## config.mk

```make
export PLATFORM = sky130hd
export DESIGN_NAME = cache_ctrl_flat
export DESIGN_NICKNAME = d
export VERILOG_FILES = /design/src/rtl/cache_pkg.sv /design/src/rtl/cache_ctrl_if.sv /design/src/rtl/sat_counter.sv /design/src/rtl/cache_ctrl.sv /design/src/flat_wrapper.sv
export SDC_FILE = /design/constraint.sdc
export NUM_CORES = 1
export LEC_CHECK = 0
export CORE_MARGIN = 2
export CORE_UTILIZATION = 40
export CTS_CLUSTER_DIAMETER = 120
export DETAILED_ROUTE_END_ITERATION = 8
export PLACE_DENSITY = 0.78
export REMOVE_ABC_BUFFERS = 1
export SYNTH_ARGS = -nofsm -noshare
export SYNTH_HDL_FRONTEND = slang
export SYNTH_HIERARCHICAL = 1
export SYNTH_SLANG_ARGS = --single-unit
```

## constraint.sdc

```tcl
create_clock -name clk -period 2.3 [get_ports clk]
set_input_delay 0.46 -clock clk [delete_from_list [all_inputs] [get_ports clk]]
set_output_delay 0.46 -clock clk [all_outputs]
set_load 0.01 [all_outputs]
```

## src/rtl/cache_pkg.sv

```systemverilog
// cache_pkg: shared constants, FSM state encoding and block-alignment helper
// for the cache sequencing controller.
//   ADDR_W      word address width (tag + index)
//   DATA_W      cache/memory word width
//   LINE_WORDS  words fetched per memory block read
//   state_t     controller FSM states
//   blk_base()  aligns a word address down to its 4-word block base
package cache_pkg;

  localparam int TAG_W      = 3;
  localparam int IDX_W      = 12;
  localparam int ADDR_W     = TAG_W + IDX_W;
  localparam int DATA_W     = 32;
  localparam int LINE_WORDS = 4;

  typedef enum logic [3:0] {
    IDLE,
    LOOKUP,
    CHECK,
    CLR_MISS,
    MEM_REQ,
    FILL,
    FILL_WAIT,
    CLR_FILL,
    RESP
  } state_t;

  // Clear the word-in-block bits; the tag and upper index bits are untouched,
  // so an address never wraps into a neighbouring block.
  function automatic logic [ADDR_W-1:0] blk_base(input logic [ADDR_W-1:0] a);
    return {a[ADDR_W-1:2], 2'b00};
  endfunction

endpackage

```

## src/rtl/cache_ctrl_if.sv

```systemverilog
// cache_ctrl_if: bundles the CPU, cache and memory handshakes of cache_ctrl.
//   master : controller view (drives cpu_rdy/cpu_valid/cpu_data, cache
//            controls and fill words, memory read request)
//   slave  : environment view (CPU, data cache and main memory)
interface cache_ctrl_if;

  // CPU side
  logic                                           cpu_req;
  logic [cache_pkg::ADDR_W-1:0]                   cpu_adr;
  logic                                           cpu_rdy;
  logic                                           cpu_valid;
  logic [cache_pkg::DATA_W-1:0]                   cpu_data;
  // Data cache side
  logic                                           c_start;
  logic                                           c_we;
  logic                                           c_forc;
  logic [cache_pkg::ADDR_W-1:0]                   c_adr;
  logic [cache_pkg::DATA_W-1:0]                   c_r1;
  logic [cache_pkg::DATA_W-1:0]                   c_r2;
  logic [cache_pkg::DATA_W-1:0]                   c_r3;
  logic [cache_pkg::DATA_W-1:0]                   c_r4;
  logic                                           c_ready;
  logic                                           c_writed;
  logic                                           c_need;
  logic                                           c_find;
  logic [cache_pkg::DATA_W-1:0]                   c_dout;
  // Main memory side
  logic                                           mem_rd;
  logic [cache_pkg::ADDR_W-1:0]                   mem_adr;
  logic                                           mem_valid;
  logic [cache_pkg::LINE_WORDS*cache_pkg::DATA_W-1:0] mem_line;

  modport master (
    input  cpu_req, cpu_adr,
    output cpu_rdy, cpu_valid, cpu_data,
    output c_start, c_we, c_forc, c_adr, c_r1, c_r2, c_r3, c_r4,
    input  c_ready, c_writed, c_need, c_find, c_dout,
    output mem_rd, mem_adr,
    input  mem_valid, mem_line
  );

  modport slave (
    output cpu_req, cpu_adr,
    input  cpu_rdy, cpu_valid, cpu_data,
    input  c_start, c_we, c_forc, c_adr, c_r1, c_r2, c_r3, c_r4,
    output c_ready, c_writed, c_need, c_find, c_dout,
    input  mem_rd, mem_adr,
    output mem_valid, mem_line
  );

endinterface

```

## src/rtl/sat_counter.sv

```systemverilog
// sat_counter: event counter that sticks at all-ones instead of wrapping.
//   clk, rst_n : clock, asynchronous active-low reset (count -> 0)
//   inc        : count one event this cycle
//   cnt        : current count
module sat_counter #(
  parameter int CNT_W = 16
) (
  input  logic             clk,
  input  logic             rst_n,
  input  logic             inc,
  output logic [CNT_W-1:0] cnt
);

  function automatic logic [CNT_W-1:0] sat_inc(input logic [CNT_W-1:0] v);
    return (&v) ? v : v + {{(CNT_W-1){1'b0}}, 1'b1};
  endfunction

  always_ff @(posedge clk or negedge rst_n) begin
    if (!rst_n) begin
      cnt <= '0;
    end else if (inc) begin
      cnt <= sat_inc(cnt);
    end
  end

endmodule

```

## src/rtl/cache_ctrl.sv

```systemverilog
// cache_ctrl: single-outstanding read sequencer in front of a direct-mapped
// data cache. Looks the word up; on a miss fetches the aligned 4-word block
// from memory, fills the cache, looks up again and returns the word.
//   clk, rst_n        : clock, asynchronous active-low reset
//   bus (master)      : CPU request/response, cache controls/flags/fill words,
//                       memory block read request/response
//   hit_cnt, miss_cnt : saturating request statistics
module cache_ctrl
  import cache_pkg::*;
#(
  parameter int CNT_W = 16
) (
  input  logic             clk,
  input  logic             rst_n,
  cache_ctrl_if.master     bus,
  output logic [CNT_W-1:0] hit_cnt,
  output logic [CNT_W-1:0] miss_cnt
);

  state_t              state;
  logic [ADDR_W-1:0]   adr;     // address of the request in flight
  logic                relook;  // set once the block has been refilled
  logic                hit_inc;
  logic                miss_inc;

  // Only the first lookup of a request is counted; a re-lookup after a fill
  // (hit or, erroneously, miss) leaves the statistics alone.
  assign hit_inc  = (state == CHECK) && bus.c_ready && bus.c_find && !relook;
  assign miss_inc = (state == CHECK) && bus.c_ready && !bus.c_find &&
                    bus.c_need && !relook;

  always_ff @(posedge clk or negedge rst_n) begin
    if (!rst_n) begin
      state         <= IDLE;
      adr           <= '0;
      relook        <= 1'b0;
      bus.cpu_rdy   <= 1'b1;
      bus.cpu_valid <= 1'b0;
      bus.cpu_data  <= '0;
      bus.c_start   <= 1'b0;
      bus.c_we      <= 1'b0;
      bus.c_forc    <= 1'b0;
      bus.c_adr     <= '0;
      bus.c_r1      <= '0;
      bus.c_r2      <= '0;
      bus.c_r3      <= '0;
      bus.c_r4      <= '0;
      bus.mem_rd    <= 1'b0;
      bus.mem_adr   <= '0;
    end else begin
      // Single-cycle strobes default low; each state raises what it needs
      // for the following cycle so all outputs are registered.
      bus.cpu_valid <= 1'b0;
      bus.c_start   <= 1'b0;
      bus.c_we      <= 1'b0;
      bus.c_forc    <= 1'b0;

      case (state)
        IDLE: begin
          if (bus.cpu_req) begin
            adr         <= bus.cpu_adr;
            relook      <= 1'b0;
            bus.cpu_rdy <= 1'b0;
            bus.c_start <= 1'b1;
            bus.c_adr   <= bus.cpu_adr;
            state       <= LOOKUP;
          end
        end

        LOOKUP: state <= CHECK;

        CHECK: begin
          if (bus.c_ready) begin
            if (bus.c_find) begin
              bus.cpu_data  <= bus.c_dout;
              bus.cpu_valid <= 1'b1;
              bus.c_forc    <= 1'b1;
              state         <= RESP;
            end else if (bus.c_need) begin
              bus.c_forc <= 1'b1;
              state      <= CLR_MISS;
            end
          end
        end

        CLR_MISS: begin
          bus.mem_rd  <= 1'b1;
          bus.mem_adr <= blk_base(adr);
          state       <= MEM_REQ;
        end

        MEM_REQ: begin
          if (bus.mem_valid) begin
            bus.c_r1   <= bus.mem_line[DATA_W-1:0];
            bus.c_r2   <= bus.mem_line[2*DATA_W-1:DATA_W];
            bus.c_r3   <= bus.mem_line[3*DATA_W-1:2*DATA_W];
            bus.c_r4   <= bus.mem_line[4*DATA_W-1:3*DATA_W];
            bus.mem_rd <= 1'b0;
            bus.c_we   <= 1'b1;
            bus.c_adr  <= blk_base(adr);
            state      <= FILL;
          end
        end

        FILL: state <= FILL_WAIT;

        FILL_WAIT: begin
          if (bus.c_writed) begin
            bus.c_forc <= 1'b1;
            state      <= CLR_FILL;
          end
        end

        // Flags were cleared in this cycle, so the re-lookup starts clean.
        CLR_FILL: begin
          relook      <= 1'b1;
          bus.c_start <= 1'b1;
          bus.c_adr   <= adr;
          state       <= LOOKUP;
        end

        RESP: begin
          bus.cpu_rdy <= 1'b1;
          state       <= IDLE;
        end

        default: begin
          bus.cpu_rdy <= 1'b1;
          bus.mem_rd  <= 1'b0;
          state       <= IDLE;
        end
      endcase
    end
  end

  sat_counter #(.CNT_W(CNT_W)) u_hit (
    .clk  (clk),
    .rst_n(rst_n),
    .inc  (hit_inc),
    .cnt  (hit_cnt)
  );

  sat_counter #(.CNT_W(CNT_W)) u_miss (
    .clk  (clk),
    .rst_n(rst_n),
    .inc  (miss_inc),
    .cnt  (miss_cnt)
  );

endmodule

```

## src/flat_wrapper.sv

```systemverilog
// flat-port wrapper written by rule: the top's interface ports become plain ports
module cache_ctrl_flat import cache_pkg::*;
#(
  parameter int CNT_W = 16
)
  (clk, rst_n, hit_cnt, miss_cnt, bus_cpu_req, bus_cpu_adr, bus_cpu_rdy, bus_cpu_valid, bus_cpu_data, bus_c_start, bus_c_we, bus_c_forc, bus_c_adr, bus_c_r1, bus_c_r2, bus_c_r3, bus_c_r4, bus_c_ready, bus_c_writed, bus_c_need, bus_c_find, bus_c_dout, bus_mem_rd, bus_mem_adr, bus_mem_valid, bus_mem_line);
  cache_ctrl_if bus_i ();
  input  logic clk;
  input  logic rst_n;
  output logic [CNT_W-1:0] hit_cnt;
  output logic [CNT_W-1:0] miss_cnt;
  input wire logic [$bits(bus_i.cpu_req)-1:0] bus_cpu_req;
  input wire logic [$bits(bus_i.cpu_adr)-1:0] bus_cpu_adr;
  output wire logic [$bits(bus_i.cpu_rdy)-1:0] bus_cpu_rdy;
  output wire logic [$bits(bus_i.cpu_valid)-1:0] bus_cpu_valid;
  output wire logic [$bits(bus_i.cpu_data)-1:0] bus_cpu_data;
  output wire logic [$bits(bus_i.c_start)-1:0] bus_c_start;
  output wire logic [$bits(bus_i.c_we)-1:0] bus_c_we;
  output wire logic [$bits(bus_i.c_forc)-1:0] bus_c_forc;
  output wire logic [$bits(bus_i.c_adr)-1:0] bus_c_adr;
  output wire logic [$bits(bus_i.c_r1)-1:0] bus_c_r1;
  output wire logic [$bits(bus_i.c_r2)-1:0] bus_c_r2;
  output wire logic [$bits(bus_i.c_r3)-1:0] bus_c_r3;
  output wire logic [$bits(bus_i.c_r4)-1:0] bus_c_r4;
  input wire logic [$bits(bus_i.c_ready)-1:0] bus_c_ready;
  input wire logic [$bits(bus_i.c_writed)-1:0] bus_c_writed;
  input wire logic [$bits(bus_i.c_need)-1:0] bus_c_need;
  input wire logic [$bits(bus_i.c_find)-1:0] bus_c_find;
  input wire logic [$bits(bus_i.c_dout)-1:0] bus_c_dout;
  output wire logic [$bits(bus_i.mem_rd)-1:0] bus_mem_rd;
  output wire logic [$bits(bus_i.mem_adr)-1:0] bus_mem_adr;
  input wire logic [$bits(bus_i.mem_valid)-1:0] bus_mem_valid;
  input wire logic [$bits(bus_i.mem_line)-1:0] bus_mem_line;
  assign bus_i.cpu_req = bus_cpu_req;
  assign bus_i.cpu_adr = bus_cpu_adr;
  assign bus_cpu_rdy = bus_i.cpu_rdy;
  assign bus_cpu_valid = bus_i.cpu_valid;
  assign bus_cpu_data = bus_i.cpu_data;
  assign bus_c_start = bus_i.c_start;
  assign bus_c_we = bus_i.c_we;
  assign bus_c_forc = bus_i.c_forc;
  assign bus_c_adr = bus_i.c_adr;
  assign bus_c_r1 = bus_i.c_r1;
  assign bus_c_r2 = bus_i.c_r2;
  assign bus_c_r3 = bus_i.c_r3;
  assign bus_c_r4 = bus_i.c_r4;
  assign bus_i.c_ready = bus_c_ready;
  assign bus_i.c_writed = bus_c_writed;
  assign bus_i.c_need = bus_c_need;
  assign bus_i.c_find = bus_c_find;
  assign bus_i.c_dout = bus_c_dout;
  assign bus_mem_rd = bus_i.mem_rd;
  assign bus_mem_adr = bus_i.mem_adr;
  assign bus_i.mem_valid = bus_mem_valid;
  assign bus_i.mem_line = bus_mem_line;
  cache_ctrl #(.CNT_W(CNT_W)) u_core (.clk(clk), .rst_n(rst_n), .bus(bus_i), .hit_cnt(hit_cnt), .miss_cnt(miss_cnt));
endmodule
```

==> results.py <==
metrics = {
    "outcome": {
        "outcome": "finished clean",
    },
    "floorplan": {
        "die_x_um": 166,
        "die_area_mm2": 0.0274,
        "core-area_mm2": 0.0258,
        "pin_count": 411,
        "initial_core_util_pct": 40.4,
        "die_y_um": 166,
        "row_count": 59,
    },
    "synth": {
        "synth_cell_types": 57,
        "synth_area_leaders": "dfrtp_1, mux2_4, mux2_2",
        "synth_largest_area_cell": "dfrtp_1",
        "avgSynthCellArea_um2": 15.4,
        "synth_edf_count": 0,
        "synth_warnings": 6,
        "netlist_instances": 679,
        "yosys_register_bits": 246,
        "synth-seq-area-share_pct": 59.0,
        "synth.top_cell.area_share_pct": 58.7,
        "synthesis.area_mm2": 0.0104,
        "synthArstFlopShare_pct": 100,
        "synth-main-ff-cell": "dfrtp_1",
    },
    "sta": {
        "period_share_pct": 90.8,
        "worst-slew-pin-transition_ns": 0.566,
        "relSlewSlack_pct": 62.0,
        "rsz0062_at_grt": "false",
        "timing.final.crit_period_ns": 2.09,
        "finClkSkew_ns": 0.00833,
        "finalHoldViolCount": 0,
        "fmax_mhz": 479,
        "slew_violations": 0,
        "fin_setup_tns_ns": 0,
        "finalSetupViolCount": 0,
    },
    "worst_setup_path": {
        "startpoint": "u_core/bus.cpu_rdy",
        "r2r-start": "u_core/state[0]",
        "cp_slowest_stage_delay_ns": 0.57,
        "crit_path_top_delay_cell": "clkdlybuf4s50_1",
        "r2r.worst_path.cells": 8,
        "critPathRequiredTime_ns": 1.84,
        "r2r_end": "u_core/u_hit/cnt[15]",
        "path_max_fanout": 2,
        "crit_family": "buffers and inverters",
        "crit_path_end": "bus_cpu_rdy",
        "cp-start-kind": "register",
        "cp_num_cells": 1,
        "path_cells": "clkdlybuf4s50_1",
        "endpoint_kind": "primary output",
        "path_class": "reg -> out",
        "crit_buf_inv": 1,
        "crit_arrival_ns": 1.63,
        "r2r_slack_ns": 0.22,
    },
    "hold_path": {
        "hold_class": "reg -> reg",
    },
    "routing": {
        "vias_per_cell": 4.85,
        "wirelength_mm": 28.6,
        "dr.pass1.iters": 4,
        "drc_errors": 0,
        "first_iter_violations": 431,
        "ant_nets": 0,
        "vias": 7130,
        "wire_per_inst_um": 19.4,
    },
    "placement": {
        "gp_congestion": 0.812,
        "hpwl_mm": 20.7,
        "place_area_mm2": 0.0149,
        "numPortBuffers": 408,
    },
    "pwr": {
        "p_per_area_mw_per_mm2": 1350,
        "peakVddDrop_v": 0.000825,
        "power_leakage_nw": 7.19,
        "p_total_mw": 21.5,
    },
    "cells_and_area": {
        "fin_nets": 1296,
        "drive_gt1_share_pct": 23.3,
        "final_common_cell": "clkdlybuf4s50_1",
        "syn_to_final_growth_pct": 52.6,
        "fin_area_mm2": 0.0159,
        "final_cell_mix": "clkdlybuf4s50_1, dfrtp_1, mux2_4",
    },
    "grt": {
        "grt_pass1_vias": 7407,
        "grt_pass1_wl_mm": 42.0,
        "grt_overflow": 0,
        "grt_max_degree": 64,
        "grt_use_total_pct": 19.7,
        "antenna_found_initial": 3,
    },
    "clock_network": {
        "cts.sinks": 246,
        "clkLatencyLatePin_ns": 0.53,
        "cts_buffer_depth": 3,
        "numCtsBuffers": 28,
        "post-cts-setup-buffer-count": 0,
        "root_buffer": "clkbuf_16",
        "h-tree-depth": 1,
        "clk_pin_slew_ns": 0.06,
        "cts_tree": "yes",
    },
    "job": {
        "maxCapViolCount": 0,
    },
}
[per-stage QoR]
stage          setup slack [ns]  util, %  cells  hold WS, ns
3_5_place_dp             -0.144     57.8   1415        0.471
6_report                  0.211     61.6   1469        0.482
4_1_cts                   0.165     61.6   1466        0.481
2_1_floorplan             -3.35        -    647        0.164
3_3_place_gp             -0.106     57.8   1415        0.463
5_1_grt                  0.0424     61.6   1468        0.501
[cell usage after synthesis (4+ instances only)]
cell,instances
a21oi_1,23
mux2_2,64
nand2b_1,4
o21ai_0,7
mux2_4,109
buf_6,21
buf_2,8
inv_1,5
nor2_1,31
dfrtp_1,245
nand3_1,13
mux2i_1,14
nor3_1,8
nand4_1,6
mux2_1,23
o211ai_1,6
xor2_1,10
nand2_1,17
xnor2_1,13
[registers in the layout, indices dropped and copies added (netlist names), 13 cells and up]
register	cells
u_core/bus.c_adr	15
u_core/u_hit/cnt	16
u_core/bus.c_r2	32
u_core/bus.c_r3	32
u_core/u_miss/cnt	16
u_core/bus.c_r1	32
u_core/adr	15
u_core/bus.mem_adr	13
u_core/bus.c_r4	32
u_core/bus.cpu_data	32
[power by group]
group | total (mW) | switching, mW | internal, mW | leakage [nW]
logic | 9.32 | 3.46 | 5.86 | 3.71
clock network | 4.75 | 1.74 | 3.00 | 0.479
registers | 7.46 | 1.17 | 6.29 | 3.00
[cell type report]
type	instances	area, um^2
well taps	335	419
flip-flops and latches	246	6160
clock buffers	38	769
clock inverters	12	213
diodes	3	7.51
multi-input cells	396	3960
fillers	1978	9910
inverters	5	18.8
repair buffers	434	4370
[worst min path at each step]
stage,startpoint,end,slack [ns],depth (start not counted)
2_1_floorplan,rst_n,u_core/adr[0],0.16,0
3_3_place_gp,rst_n,u_core/u_miss/cnt[0],0.46,1
3_5_place_dp,rst_n,u_core/u_miss/cnt[0],0.47,1
4_1_cts,bus_c_writed,u_core/bus.c_forc,0.48,3
5_1_grt,u_core/bus.cpu_data[14],u_core/bus.cpu_data[14],0.50,1
6_report,u_core/bus.cpu_data[1],u_core/bus.cpu_data[1],0.48,1
[layer usage]
layer	track usage [%]	wire length, um	up-vias
met5	0	0	-
met4	4.98	617	0
met3	7.47	2790	52
met2	33.1	14100	304
met1	24.0	11100	3510
li1	-	-	3264
[timing repair]
action | CTS | global route
gates resized for setup | 0 | 0
hold buffers | 1 | 0
hold endpoints to repair | 56 | 0
[cells by family after synthesis]
family,after synthesis,synth area share [%]
flops,246,59.0
xor+xnor,23,1.93
fa+ha+maj,2,0.240
compound gates,44,2.71
mux,210,26.4
other cells,1,0.0359
simple gates,115,6.59
buf+inv,38,3.08
(Power assumes the default switching activity.)
